## config.mk

```make
export PLATFORM = sky130hd
export DESIGN_NAME = apb_master_arb
export DESIGN_NICKNAME = d
export VERILOG_FILES = /design/src/rtl/apb_master_arb.sv
export SDC_FILE = /design/constraint.sdc
export NUM_CORES = 1
export LEC_CHECK = 0
export BUFFER_PORTS_ARGS = -buffer_cell sky130_fd_sc_hd__buf_2
export CELL_PAD_IN_SITES_DETAIL_PLACEMENT = 0
export CELL_PAD_IN_SITES_GLOBAL_PLACEMENT = 2
export CORE_MARGIN = 2
export CORE_UTILIZATION = 27
export CTS_CLUSTER_DIAMETER = 50
export DETAILED_ROUTE_END_ITERATION = 10
export GPL_ROUTABILITY_DRIVEN = 1
export PLACE_DENSITY = 0.86
export SYNTH_ARGS = -nofsm -noshare
export SYNTH_HDL_FRONTEND = slang
export SYNTH_SLANG_ARGS = --single-unit
```

## constraint.sdc

```tcl
create_clock -name pclk -period 10.81 [get_ports pclk]
set_clock_uncertainty 0.2 [all_clocks]
set_input_delay 2.7025 -clock pclk [delete_from_list [all_inputs] [get_ports pclk]]
set_output_delay 2.7025 -clock pclk [all_outputs]
set_load 0.005 [all_outputs]
```

## src/rtl/apb_master_arb.sv

```systemverilog
// Round-robin arbiter sharing one APB master port between NUM_REQ requesters.
// Each accepted command runs SETUP/ACCESS and returns a one-cycle response pulse.
module apb_master_arb #(
  parameter int unsigned ADDR_WIDTH = 32,
  parameter int unsigned DATA_WIDTH = 32,
  parameter int unsigned NUM_REQ    = 2,
  parameter int unsigned TIMEOUT    = 16
) (
  input  logic                             pclk,
  input  logic                             preset,
  input  logic [NUM_REQ-1:0]               req_valid,
  input  logic [NUM_REQ-1:0]               req_write,
  input  logic [NUM_REQ*ADDR_WIDTH-1:0]    req_addr,
  input  logic [NUM_REQ*DATA_WIDTH-1:0]    req_wdata,
  output logic [NUM_REQ-1:0]               req_ready,
  output logic [NUM_REQ-1:0]               rsp_valid,
  output logic [DATA_WIDTH-1:0]            rsp_rdata,
  output logic                             rsp_err,
  output logic                             psel,
  output logic                             penable,
  output logic                             pwrite,
  output logic [ADDR_WIDTH-1:0]            paddr,
  output logic [DATA_WIDTH-1:0]            pwdata,
  input  logic [DATA_WIDTH-1:0]            prdata,
  input  logic                             pready
);

  localparam int unsigned IdxW = (NUM_REQ > 1) ? $clog2(NUM_REQ) : 1;
  localparam int unsigned CntW = (TIMEOUT > 0) ? $clog2(TIMEOUT + 1) : 1;

  typedef enum logic [1:0] {StIdle, StSetup, StAccess} state_e;

  state_e                state_q, state_d;
  logic [IdxW-1:0]       cur_q, cur_d;
  logic [IdxW-1:0]       last_grant_q, last_grant_d;
  logic [CntW-1:0]       wait_q, wait_d;
  logic                  pwrite_q, pwrite_d;
  logic [ADDR_WIDTH-1:0] paddr_q, paddr_d;
  logic [DATA_WIDTH-1:0] pwdata_q, pwdata_d;
  logic [NUM_REQ-1:0]    rsp_valid_q, rsp_valid_d;
  logic [DATA_WIDTH-1:0] rsp_rdata_q, rsp_rdata_d;
  logic                  rsp_err_q, rsp_err_d;

  logic [ADDR_WIDTH-1:0] addr_arr  [NUM_REQ];
  logic [DATA_WIDTH-1:0] wdata_arr [NUM_REQ];

  logic                  found;
  logic [IdxW-1:0]       winner;
  logic [IdxW-1:0]       cand;

  for (genvar g = 0; g < NUM_REQ; g++) begin : g_unpack
    assign addr_arr[g]  = req_addr[g*ADDR_WIDTH +: ADDR_WIDTH];
    assign wdata_arr[g] = req_wdata[g*DATA_WIDTH +: DATA_WIDTH];
  end

  // Search starts just after the last grant so the previous winner ranks lowest.
  always_comb begin
    found  = 1'b0;
    winner = '0;
    cand   = '0;
    for (int unsigned off = 1; off <= NUM_REQ; off++) begin
      cand = IdxW'((32'(last_grant_q) + off) % NUM_REQ);
      if (!found && req_valid[cand]) begin
        found  = 1'b1;
        winner = cand;
      end
    end
  end

  always_comb begin
    req_ready = '0;
    if (state_q == StIdle && found) begin
      req_ready[winner] = 1'b1;
    end
  end

  always_comb begin
    state_d      = state_q;
    cur_d        = cur_q;
    last_grant_d = last_grant_q;
    wait_d       = wait_q;
    pwrite_d     = pwrite_q;
    paddr_d      = paddr_q;
    pwdata_d     = pwdata_q;
    rsp_valid_d  = '0;
    rsp_rdata_d  = rsp_rdata_q;
    rsp_err_d    = rsp_err_q;

    unique case (state_q)
      StIdle: begin
        if (found) begin
          state_d      = StSetup;
          cur_d        = winner;
          last_grant_d = winner;
          pwrite_d     = req_write[winner];
          paddr_d      = addr_arr[winner];
          pwdata_d     = wdata_arr[winner];
        end
      end
      StSetup: begin
        wait_d  = '0;
        state_d = StAccess;
      end
      StAccess: begin
        if (pready) begin
          state_d            = StIdle;
          rsp_valid_d[cur_q] = 1'b1;
          rsp_rdata_d        = pwrite_q ? '0 : prdata;
          rsp_err_d          = 1'b0;
        end else if (TIMEOUT != 0 && wait_q == CntW'(TIMEOUT - 1)) begin
          state_d            = StIdle;
          rsp_valid_d[cur_q] = 1'b1;
          rsp_rdata_d        = '0;
          rsp_err_d          = 1'b1;
        end else if (wait_q != '1) begin
          wait_d = wait_q + CntW'(1);
        end
      end
      default: state_d = StIdle;
    endcase
  end

  always_ff @(posedge pclk or posedge preset) begin
    if (preset) begin
      state_q      <= StIdle;
      cur_q        <= '0;
      last_grant_q <= IdxW'(NUM_REQ - 1);
      wait_q       <= '0;
      pwrite_q     <= 1'b0;
      paddr_q      <= '0;
      pwdata_q     <= '0;
      rsp_valid_q  <= '0;
      rsp_rdata_q  <= '0;
      rsp_err_q    <= 1'b0;
    end else begin
      state_q      <= state_d;
      cur_q        <= cur_d;
      last_grant_q <= last_grant_d;
      wait_q       <= wait_d;
      pwrite_q     <= pwrite_d;
      paddr_q      <= paddr_d;
      pwdata_q     <= pwdata_d;
      rsp_valid_q  <= rsp_valid_d;
      rsp_rdata_q  <= rsp_rdata_d;
      rsp_err_q    <= rsp_err_d;
    end
  end

  assign psel      = (state_q != StIdle);
  assign penable   = (state_q == StAccess);
  assign pwrite    = pwrite_q;
  assign paddr     = paddr_q;
  assign pwdata    = pwdata_q;
  assign rsp_valid = rsp_valid_q;
  assign rsp_rdata = rsp_rdata_q;
  assign rsp_err   = rsp_err_q;

endmodule

```

* Word level (Yosys, flattened, before mapping)
Index checks and enable logic that the tools add are counted.
** Operators by class
- Equal/unequal tests :: 9
- Muxes and demuxes :: 37
- Divide/modulo/power cells :: 0
- Magnitude comparators :: 7
- Reduce and logical (&&, ||, !) cells :: 13
- Bitwise logic cells :: 1
- Shift operators :: 0
- $add $sub $neg :: 3
- Multipliers :: 0
** Operators by type and width (count)
- 32-bit 2-to-1 mux :: 9
- 5-bit 2-to-1 mux :: 3
- 1-bit 2-to-1 mux :: 14
- 2-bit 2-to-1 mux :: 7
- 5-bit one-hot mux with 2 select lines :: 1
- 1-bit by 2-bit < comparator with 1-bit output (second input constant) :: 4
- 2-bit inequality test (second input constant) :: 3
- 2-bit one-hot mux with 3 select lines :: 1
- 2-bit AND reduction :: 3
- 2-bit nonzero test :: 3
- 5-bit by 1-bit adder with 5-bit output (second input constant) :: 1
- 5-bit by 4-bit == test with 1-bit output (second input constant) :: 1
- 5-bit inequality test (second input constant) :: 1
- 1-bit logical AND :: 4
- 4-bit AND reduction :: 1
- 3-bit by 1-bit inequality test with 1-bit output (second input constant) :: 1
- 1-bit adder (second input constant) :: 2
- 1-bit demux with 1-bit select :: 2
- 2-bit by 1-bit == test with 1-bit output (second input constant) :: 1
- 2-bit == test (second input constant) :: 1
- 1-bit greater-or-equal comparator (second input constant) :: 2
- 2-bit greater-or-equal comparator (second input constant) :: 1
- 2-bit zero test :: 1
- 2-bit by 1-bit inequality test with 1-bit output (second input constant) :: 1
- other kinds (2) :: 2
** Word-level totals
- ROM bits :: 0
- Flip-flop bits (word level) :: 109
- Memories :: 0
- Bits in latches :: 0
- RAM bits :: 0
- Input port bits :: 167

* Logic depth before layout (Yosys ltp)
Gate-level depths: netlist of run 1.
- Depth after elaboration :: 12
- Depth in mapped cells :: 7
- Gate-level depth less buffers :: 6

* Worst setup path before layout of run 1
Ideal clock, no wire load.
- Path kind :: input to output
- Start point :: in req_valid[1]
- End point :: out req_ready[1]
- Required time :: 7908 ps
- Path buffers :: 2
- Setup slack :: 4305 ps
- Data arrival time :: 3602 ps
- Stages on the path :: 4
- Cells stage by stage :: a21boi_0 > clkbuf_1 > clkbuf_1 > and2_1
** Between the ends
- Word-level cells in the longest chain between the ends :: 11
** Ends and longest elaborated chain
- start, declared :: line 11 : input logic [NUM_REQ-1:0] req_valid,
- 1-bit 2-to-1 mux (not written as such) (2 in a row) :: line 63 : if (!found && req_valid[cand]) begin
- 1-bit 2-to-1 mux :: line 63
- 1-bit zero test :: line 63
- 1-bit logical AND :: line 63
- 1-bit 2-to-1 mux :: line 63
- 1-bit by 2-bit < comparator with 1-bit output (not written as such) or 1-bit greater-or-equal comparator (tied branches) :: line 73 : req_ready[winner] = 1'b1;
- 1-bit logical AND (not written as such) :: line 73
- 1-bit 2-to-1 mux (not written as such) :: line 73
- 1-bit demux with 1-bit select :: line 73
- 2-bit 2-to-1 mux (*) :: line 72 : if (state_q == StIdle && found) begin
- end, declared :: line 15 : output logic [NUM_REQ-1:0] req_ready,
Mark *: on every way between the ends. The rest lies on a longest branch, timed or not. The select of a mux whose other input is x is not followed.

* Worst setup path in the final report of run 1
- Start point :: in req_valid[1]
- End point :: out req_ready[0]
The elaborated chain is that of the path after synthesis.

==> results of run 1 <==
## power groups by stage
stage / registers (mW) / clock network, mW / logic [mW]
floorplan: 0.710 / 0 / 0.375
global placement: 0.708 / 0 / 0.699
detailed placement: 0.708 / 0 / 0.714
CTS: 0.709 / 0.354 / 0.708
global route: 0.735 / 0.370 / 0.777
finish: 0.708 / 0.336 / 0.694
## synthesized netlist by cell type, drive strengths merged
master / number
o21ai: 66
dfstp: 1
mux2i: 3
nand2: 36
or4b: 1
a21boi: 2
inv: 8
dfrtp: 108
a21oi: 2
and3: 67
nand3: 2
nand2b: 3
or2b: 1
ha: 3
a221o: 65
o221ai: 1
clkbuf: 36
a21o: 2
or4: 1
and2: 1
nor4b: 1
nor2b: 1
nor2: 5
o31ai: 1
a31o: 1
buf: 5
## critical path, delay by kind of cell
kind	cells	cell delay [ns]
AND/OR/NAND/NOR	2	0.23
buffers and inverters	3	0.92
## final cells by class
cell class	instances	area (µm²)	area share [%]
sequential	109	2730	41.6
multi-input combinational	265	1800	27.5
timing repair buffer	276	1400	21.3
tap	225	282	4.30
clock buffer	10	239	3.65
clock inverter	6	68.8	1.05
inverter	8	32.5	0.496
antenna	1	2.50	0.0382
## flip-flops by register name, summed over array words and instances, names as in the netlist, 2 cells and up
register,count
wait_q,5
pwdata,32
rsp_rdata,32
state_q,2
paddr,32
rsp_valid,2
## worst paths after layout
path | startpoint | endpoint | slack [ns] | cells after the start
max | req_valid[1] | req_ready[0] | 4.03 | 5
min | cur_q$_DFFE_PP0P_ | rsp_valid[0]$_DFF_PP0_ | 0.30 | 1
max reg2reg | state_q[0]$_DFFE_PP0P_ | rsp_rdata[31]$_DFFE_PP0P_ | 8.05 | 4
min reg2reg | cur_q$_DFFE_PP0P_ | rsp_valid[0]$_DFF_PP0_ | 0.30 | 1
max in group asynchronous | preset | state_q[1]$_DFFE_PP0P_ | 6.93 | 3
min in group asynchronous | preset | rsp_rdata[4]$_DFFE_PP0P_ | 2.17 | 2
## cells by family after synthesis
group                    share of synthesized area [%]
buffers and inverters                             4.06
AND/OR/NAND/NOR                                   13.9
AO/OA/AOI/OAI                                     22.3
flip-flops                                        58.3
multiplexers                                     0.641
adder cells (fa/ha/maj)                          0.801
## through the flow
step	hold slack (ns)	instance area, µm²
after global placement	0.283	6240
after CTS	0.312	6550
final	0.305	6550
after detailed placement	0.293	6240
after floorplan	0.226	4680
after global routing	0.326	6550
## metal layers
layer | vias to the layer above | track usage, %
met5 | - | 0
met4 | 0 | 5.44
met3 | 12 | 5.05
met2 | 199 | 25.7
met1 | 2143 | 20.3
li1 | 2073 | -
==> impl_metrics.toml, run 1 <==
[power_and_ir_drop]
power_switching_mw = 0.617
sw_frac_of_total_pct = 35.5
p_clk_share_pct = 19.3
power_density_nw_per_um2 = 265
seqPwrFrac_pct = 40.7
worst_ir_drop_vdd_v = 0.000110
internal_power_mw = 1.12
leakagePower_nw = 3.57
p_total_mw = 1.74
pwr-share-comb_pct = 39.9

[placement]
finalWeightedCongestion = 0.785
portBuffers = 270
placed_cells = 883
pre_cts_ws_ns = 4.04
post-dp-hpwl_um = 10900

[drt]
via_per_inst = 4.92
remaining_drc_errors = 0
detail_route.wl_per_cell_um = 16.7
wl_met3_um = 1570
drt-total-wl_um = 15100
ant_nets = 0
num_vias = 4427
drt_first_pass_iters = 5
m1WireLength_um = 6260
top_layer_used = "met4"
route.met2.wl_um = 7050
drt_first_iter_violations = 165

[hold_path]
worstHoldPathType = "reg2reg"

[critical_path]
max_stage_delay_ns = 0.56
arrival_ns = 3.87
required_ns = 7.91
crit_top_cell = "buf_2"
worstPathCellList = "buf_2 > nand2b_1 > and3_2 > buf_4 > buf_2"
cp_slowest_cell = "buf_4"
end_kind = "primary output"
crit_type = "in2out"
start_kind = "primary input"
crit_fanout = 66

[synthesis]
synth_cells = 423
ys_warn_count = 0
avgSynthCellArea_um2 = 11.1
syn-cell-area_um2 = 4680
ys_ff_latch = 109
synth_cell_types = 28
syn_nets = 593
yosysSeqAreaShare_pct = 58.3
ys_top_cells_by_area = "dfrtp_1 (58%), a221o_1 (14%), and3_1 (8.9%)"
synth_top_area_share_pct = 57.7
post-synth-top-area-cell = "dfrtp_1"

[clock_tree]
clkTransAtPathRegs_ns = 0.07
clk_path_buf_depth = 2
hold_buffers = 0
cts_resized = 0
worstSkewPairLatency_ns = 0.34
ctsHtreeMaxLevel = 3
cts_setup_buffers = 0
cts_tree = "done"
clockRootBuffer = "clkbuf_16"
numCtsBuffers = 9
numClockSinks = 109

[finish]
drive_above_1_share_pct = 44.8
post-route-util_pct = 38.3
fillCellCount = 1757
syn2layout_area_growth_pct = 39.9
layout_commonest_cell = "buf_2"
final_cell_mix = "buf_2 (270), dfrtp_1 (108), and3_1 (66)"
final_cells = 900
nets = 839

[global_route]
overflow = 0
grt_max_degree = 74
grtUsageTotal_pct = 16.0
grt_pass1_wl_um = 23200
antenna_found_initial = 1
grt_pass1_vias = 4484

[sta]
worst_pin_slew_ns = 1.27
fmax_mhz = 148
period_minus_slack_ns = 6.78
fin_ws_ns = 4.03
setup_viol = 0
max_slew_margin_pct = 15.0
timing.final.crit_share_pct = 62.7
tns_ns = 0
rsz0062_at_grt = "no"
hold_viol_final = 0
maxSlewViolCount = 0

[die]
dieArea_um2 = 18400
start_util_pct = 27.4
core_um2 = 17100
pin_count = 271
die_h_um = 136
die_w_um = 136
num_rows = 48

[flow_run]
cap_violations = 0

[outcome]
status = "finished, final reports clean"
Power figures use the tool's default switching activity.
==> run 2, diff against run 1 <==
--- a/config.mk
+++ b/config.mk
@@ -9,11 +9,11 @@
 export CELL_PAD_IN_SITES_DETAIL_PLACEMENT = 0
 export CELL_PAD_IN_SITES_GLOBAL_PLACEMENT = 2
 export CORE_MARGIN = 2
-export CORE_UTILIZATION = 27
+export CORE_UTILIZATION = 25
 export CTS_CLUSTER_DIAMETER = 50
 export DETAILED_ROUTE_END_ITERATION = 10
 export GPL_ROUTABILITY_DRIVEN = 1
-export PLACE_DENSITY = 0.86
+export PLACE_DENSITY = 0.81
 export SYNTH_ARGS = -nofsm -noshare
 export SYNTH_HDL_FRONTEND = slang
 export SYNTH_SLANG_ARGS = --single-unit
==> constraint.sdc (replaced) <==
create_clock -name pclk -period 6.26 [get_ports pclk]
set_clock_uncertainty 0.2 [all_clocks]
set_input_delay 1.565 -clock pclk [delete_from_list [all_inputs] [get_ports pclk]]
set_output_delay 1.565 -clock pclk [all_outputs]
set_load 0.005 [all_outputs]
==> impl_metrics.toml, run 2 (synthesis results as in run 1) <==
[finish]
final_cells = 906
final_cell_mix = "buf_2 (270), dfrtp_1 (108), and3_1 (66)"
antenna_cells = 0
drive_above_1_share_pct = 44.6
syn2layout_area_growth_pct = 40.7
post-route-util_pct = 35.6
nets = 839
layout_commonest_cell = "buf_2"

[sta]
tns_ns = 0
holdWs_ns = 0.304
max_slew_margin_pct = 15.0
rsz0062_at_grt = "no"
maxSlewViolCount = 0
worst_pin_slew_ns = 1.27
fmax_mhz = 251
timing.final.crit_share_pct = 63.6
setup_viol = 0
hold_viol_final = 0
period_minus_slack_ns = 3.98

[drt]
detail_route.wl_per_cell_um = 17.0
remaining_drc_errors = 0
via_per_inst = 4.93
num_vias = 4466
drt_first_iter_violations = 160
ant_nets = 0
drt_first_pass_iters = 4
drt-total-wl_um = 15400

[power_and_ir_drop]
worst_ir_drop_vdd_v = 0.000156
leakagePower_nw = 3.58
p_total_mw = 3.08
pwr-share-comb_pct = 39.1
sw_frac_of_total_pct = 34.8
p_clk_share_pct = 21.2
power_switching_mw = 1.07
seqPwrFrac_pct = 39.6
power_density_nw_per_um2 = 468
internal_power_mw = 2.01

[critical_path]
rr_worst_depth = 5
end_kind = "primary output"
required_ns = 4.49
worstPathCellList = "buf_2 > a21boi_4 > and2_1 > buf_2"
r2r-end = "pwdata[31]$_DFFE_PP0P_"
max_stage_delay_ns = 0.20
worst-path-buf-inv = 2
crit_family = "buffers and inverters"
r2r_slack_ns = 3.40
start_kind = "primary input"
reg2reg_from = "state_q[0]$_DFFE_PP0P_"
crit_type = "in2out"
arrival_ns = 2.22
crit_fanout = 3
cp_slowest_cell = "and2_1"
crit_top_cell = "buf_2"

[global_route]
grt_max_degree = 71
grt_pass1_vias = 4784
grt_pass1_wl_um = 24600
grtUsageTotal_pct = 15.6
overflow = 0
antenna_found_initial = 0

[placement]
portBuffers = 270
finalWeightedCongestion = 0.745
post-dp-hpwl_um = 11000
placed_cells = 892

[die]
core_um2 = 18500
die_h_um = 141
pin_count = 271
die_w_um = 141
dieArea_um2 = 19800
start_util_pct = 25.3
num_rows = 50

[clock_tree]
hold_buffers = 0
worstSkewPairLatency_ns = 0.34
numClockSinks = 109
cts_tree = "done"
cts_resized = 0
ctsHtreeMaxLevel = 3
clkTransAtPathRegs_ns = 0.07
clockRootBuffer = "clkbuf_16"
numCtsBuffers = 9
clk_path_buf_depth = 2
cts_setup_buffers = 0

[hold_path]
hold_path_startpoint = "paddr[20]$_DFFE_PP0P_"
whs_endpoint = "paddr[20]$_DFFE_PP0P_"
holdPathStages = 1
worstHoldPathType = "reg2reg"

[flow_run]
cap_violations = 0

[outcome]
status = "finished, final reports clean"
run 2: cell count changes in the layout (fill, tap and decap cells not counted), sizes merged:
cell,previous run,this run
bufinv,1,3
clkinv,2,0
inv,10,8
diode,1,0
run 2: final cells by class:
| class | instances | area [µm²] |
|---|---|---|
| well taps | 234 | 293 |
| clock inverters | 4 | 97.6 |
| repair buffers | 276 | 1400 |
| clock buffers | 10 | 239 |
| flip-flops and latches | 109 | 2730 |
| fillers | 1928 | 11900 |
| inverters | 8 | 32.5 |
| multi-input cells | 265 | 1800 |
run 2: metal layers:
metal	vias to the layer above	part of all wire, %	track usage (%)
li1	2079	-	-
met1	2149	42	19.2
met2	230	47	26.1
met3	8	9.7	5.84
met4	0	1.2	3.74
met5	-	0	0
run 2: how the worst max path moves through the flow:
stage / endpoint / cells after the start / start / slack [ns]
after floorplan: cur_q$_DFFE_PP0P_ / 1 / preset / 1.62
after CTS: req_ready[1] / 4 / state_q[0]$_DFFE_PP0P_ / 2.21
after global placement: req_ready[1] / 4 / req_valid[1] / 2.26
final: req_ready[1] / 4 / req_valid[1] / 2.28
after global routing: req_ready[1] / 4 / state_q[0]$_DFFE_PP0P_ / 2.11
after detailed placement: req_ready[1] / 4 / req_valid[1] / 2.25
run 2: metrics by stage:
stage | instance area, µm² | setup WS (ns)
5_1_grt | 6590 | 2.11
6_report | 6590 | 2.28
4_1_cts | 6590 | 2.21
3_5_place_dp | 6250 | 2.25
3_3_place_gp | 6250 | 2.26
2_1_floorplan | 4680 | 1.62
run 2: worst register-to-register path: cells and delay by family (launching register included):
kind	cells	cell delay, ns
DFF	1	0.44
and+or+nand+nor	2	0.86
buffers and inverters	2	1.01
AOI/OAI and AO/OA	1	0.30
run 2: power groups by stage:
stage	clock network (mW)	registers (mW)	logic [mW]
after global placement	0	1.22	1.20
final	0.655	1.22	1.20
after floorplan	0	1.23	0.647
after global routing	0.713	1.26	1.35
after detailed placement	0	1.22	1.24
after CTS	0.680	1.22	1.23
==> run 3, diff against run 2 <==
==> constraint.sdc (replaced) <==
create_clock -name pclk -period 4 [get_ports pclk]
set_clock_uncertainty 0.2 [all_clocks]
set_input_delay 1 -clock pclk [delete_from_list [all_inputs] [get_ports pclk]]
set_output_delay 1 -clock pclk [all_outputs]
set_load 0.005 [all_outputs]
==> impl_metrics.toml, run 3 (synthesis results as in run 1) <==
[critical_path]
rr_worst_depth = 5
worstPathCellList = "nor2_4 > and3_2 > buf_2"
start_kind = "flip-flop"
cp_slowest_cell = "nor2_4"
worst-path-buf-inv = 1
reg2reg_from = "wait_q[0]$_DFFE_PP0P_"
arrival_ns = 1.79
crit_type = "reg2out"
crit_family = "simple AND/OR/NAND/NOR gates"
crit_fanout = 28
end_kind = "primary output"
required_ns = 2.80
max_stage_delay_ns = 0.55
setup.worst_path.start = "state_q[0]$_DFFE_PP0P_"
r2r_slack_ns = 1.34
r2r-end = "rsp_rdata[6]$_DFFE_PP0P_"

[placement]
placed_cells = 896
placed_area_um2 = 6280
post-dp-hpwl_um = 11200
pre_cts_ws_ns = 1.15
finalWeightedCongestion = 0.764
portBuffers = 270

[drt]
drt_first_iter_violations = 183
num_vias = 4393
detail_route.wl_per_cell_um = 17.1
via_per_inst = 4.82
drt-total-wl_um = 15600
remaining_drc_errors = 0
ant_nets = 0
drt_first_pass_iters = 4

[sta]
maxSlewViolCount = 0
rsz0062_at_grt = "no"
fin_ws_ns = 1.01
period_minus_slack_ns = 2.99
fmax_mhz = 334
hold_viol_final = 0
timing.final.crit_share_pct = 74.7
tns_ns = 0
max_slew_margin_pct = 22.6
setup_viol = 0
worst_pin_slew_ns = 1.16

[hold_path]
whs_endpoint = "rsp_rdata[3]$_DFFE_PP0P_"
worstHoldPathType = "reg2reg"
holdPathStages = 2
hold_path_startpoint = "rsp_rdata[3]$_DFFE_PP0P_"

[die]
dieArea_um2 = 19800
core_um2 = 18500
die_w_um = 141
num_rows = 50
start_util_pct = 25.3
pin_count = 271
die_h_um = 141

[global_route]
grtUsageTotal_pct = 15.5
grt_pass1_wl_um = 24300
overflow = 0
grt_max_degree = 67
grt.met2_usage_pct = 25.9
grt_pass1_vias = 4637
antenna_found_initial = 0
grt_use_met1_pct = 18.9
use_met3_pct = 4.89
busiest_layer = "met2"

[finish]
post-route-util_pct = 35.5
syn2layout_area_growth_pct = 40.4
final_cell_mix = "buf_2 (270), dfrtp_1 (108), and3_1 (66)"
antenna_cells = 0
layout_commonest_cell = "buf_2"
fillCellCount = 1940
fin_area_um2 = 6580
ff_latch_area_um2 = 2730
final_cells = 912
multi_input_area_um2 = 1800
drive_above_1_share_pct = 45.0
nets = 843

[clock_tree]
clkTransAtPathRegs_ns = 0.07
cts_tree = "done"
worstSkewPairLatency_ns = 0.35
hold_buffers = 0
ctsHtreeMaxLevel = 3
cts_resized = 0
clockRootBuffer = "clkbuf_16"
numCtsBuffers = 9
clk_path_buf_depth = 2
cts_setup_buffers = 0
numClockSinks = 109

[power_and_ir_drop]
internal_power_mw = 3.02
power_density_nw_per_um2 = 717
leakagePower_nw = 3.58
worst_ir_drop_vdd_v = 0.000308
pwr-share-comb_pct = 40.5
sw_frac_of_total_pct = 35.9
p_clk_share_pct = 18.9
seqPwrFrac_pct = 40.5
power_switching_mw = 1.70

[outcome]
status = "finished, final reports clean"

[flow_run]
cap_violations = 0
==> run 3: how the worst max path moves through the flow <==
stage / to / slack [ns] / cells past startpoint
finish: req_ready[0] / 1.01 / 3
global route: req_ready[0] / 0.91 / 3
CTS: req_ready[0] / 0.97 / 3
detailed placement: req_ready[1] / 1.15 / 4
global placement: req_ready[1] / 1.16 / 4
floorplan: req_ready[1] / 0.90 / 4
==> run 3: layout make-up <==
class                           count  share of cell area, %
Sequential cell                   109                   41.5
Timing Repair Buffer              280                   21.7
Tap cell                          234                   4.45
Multi-Input combinational cell    265                   27.4
Clock buffer                       10                   3.48
Inverter                            8                  0.514
Clock inverter                      6                  0.970
==> run 3: worst register-to-register path: cells and delay by family (launching register included) <==
kind	cells	cell delay [ns]
AOI/OAI and AO/OA	2	1.18
adders and majority gates	2	0.48
DFF	1	0.41
and+or+nand+nor	1	0.20
==> run 3: power groups by stage <==
stage | combinational, mW | clock, mW | sequential (mW)
4_1_cts | 1.95 | 0.930 | 1.92
6_report | 1.91 | 0.893 | 1.91
2_1_floorplan | 1.01 | 0 | 1.92
3_5_place_dp | 1.96 | 0 | 1.91
3_3_place_gp | 1.91 | 0 | 1.92
5_1_grt | 2.13 | 0.972 | 1.98
==> run 3: layer usage <==
metal  routed length (µm)  share of wire [%]
met1                 6750                 43
met2                 7310                 47
met3                 1260                8.1
met4                  257                1.6
met5                    0                  0
==> run 3: metrics by stage <==
stage / hold slack [ns] / total power, mW
after floorplan: 0.226 / 2.93
after global placement: 0.284 / 3.83
after detailed placement: 0.296 / 3.88
after CTS: 0.311 / 4.79
after global routing: 0.334 / 5.08
final: 0.305 / 4.72
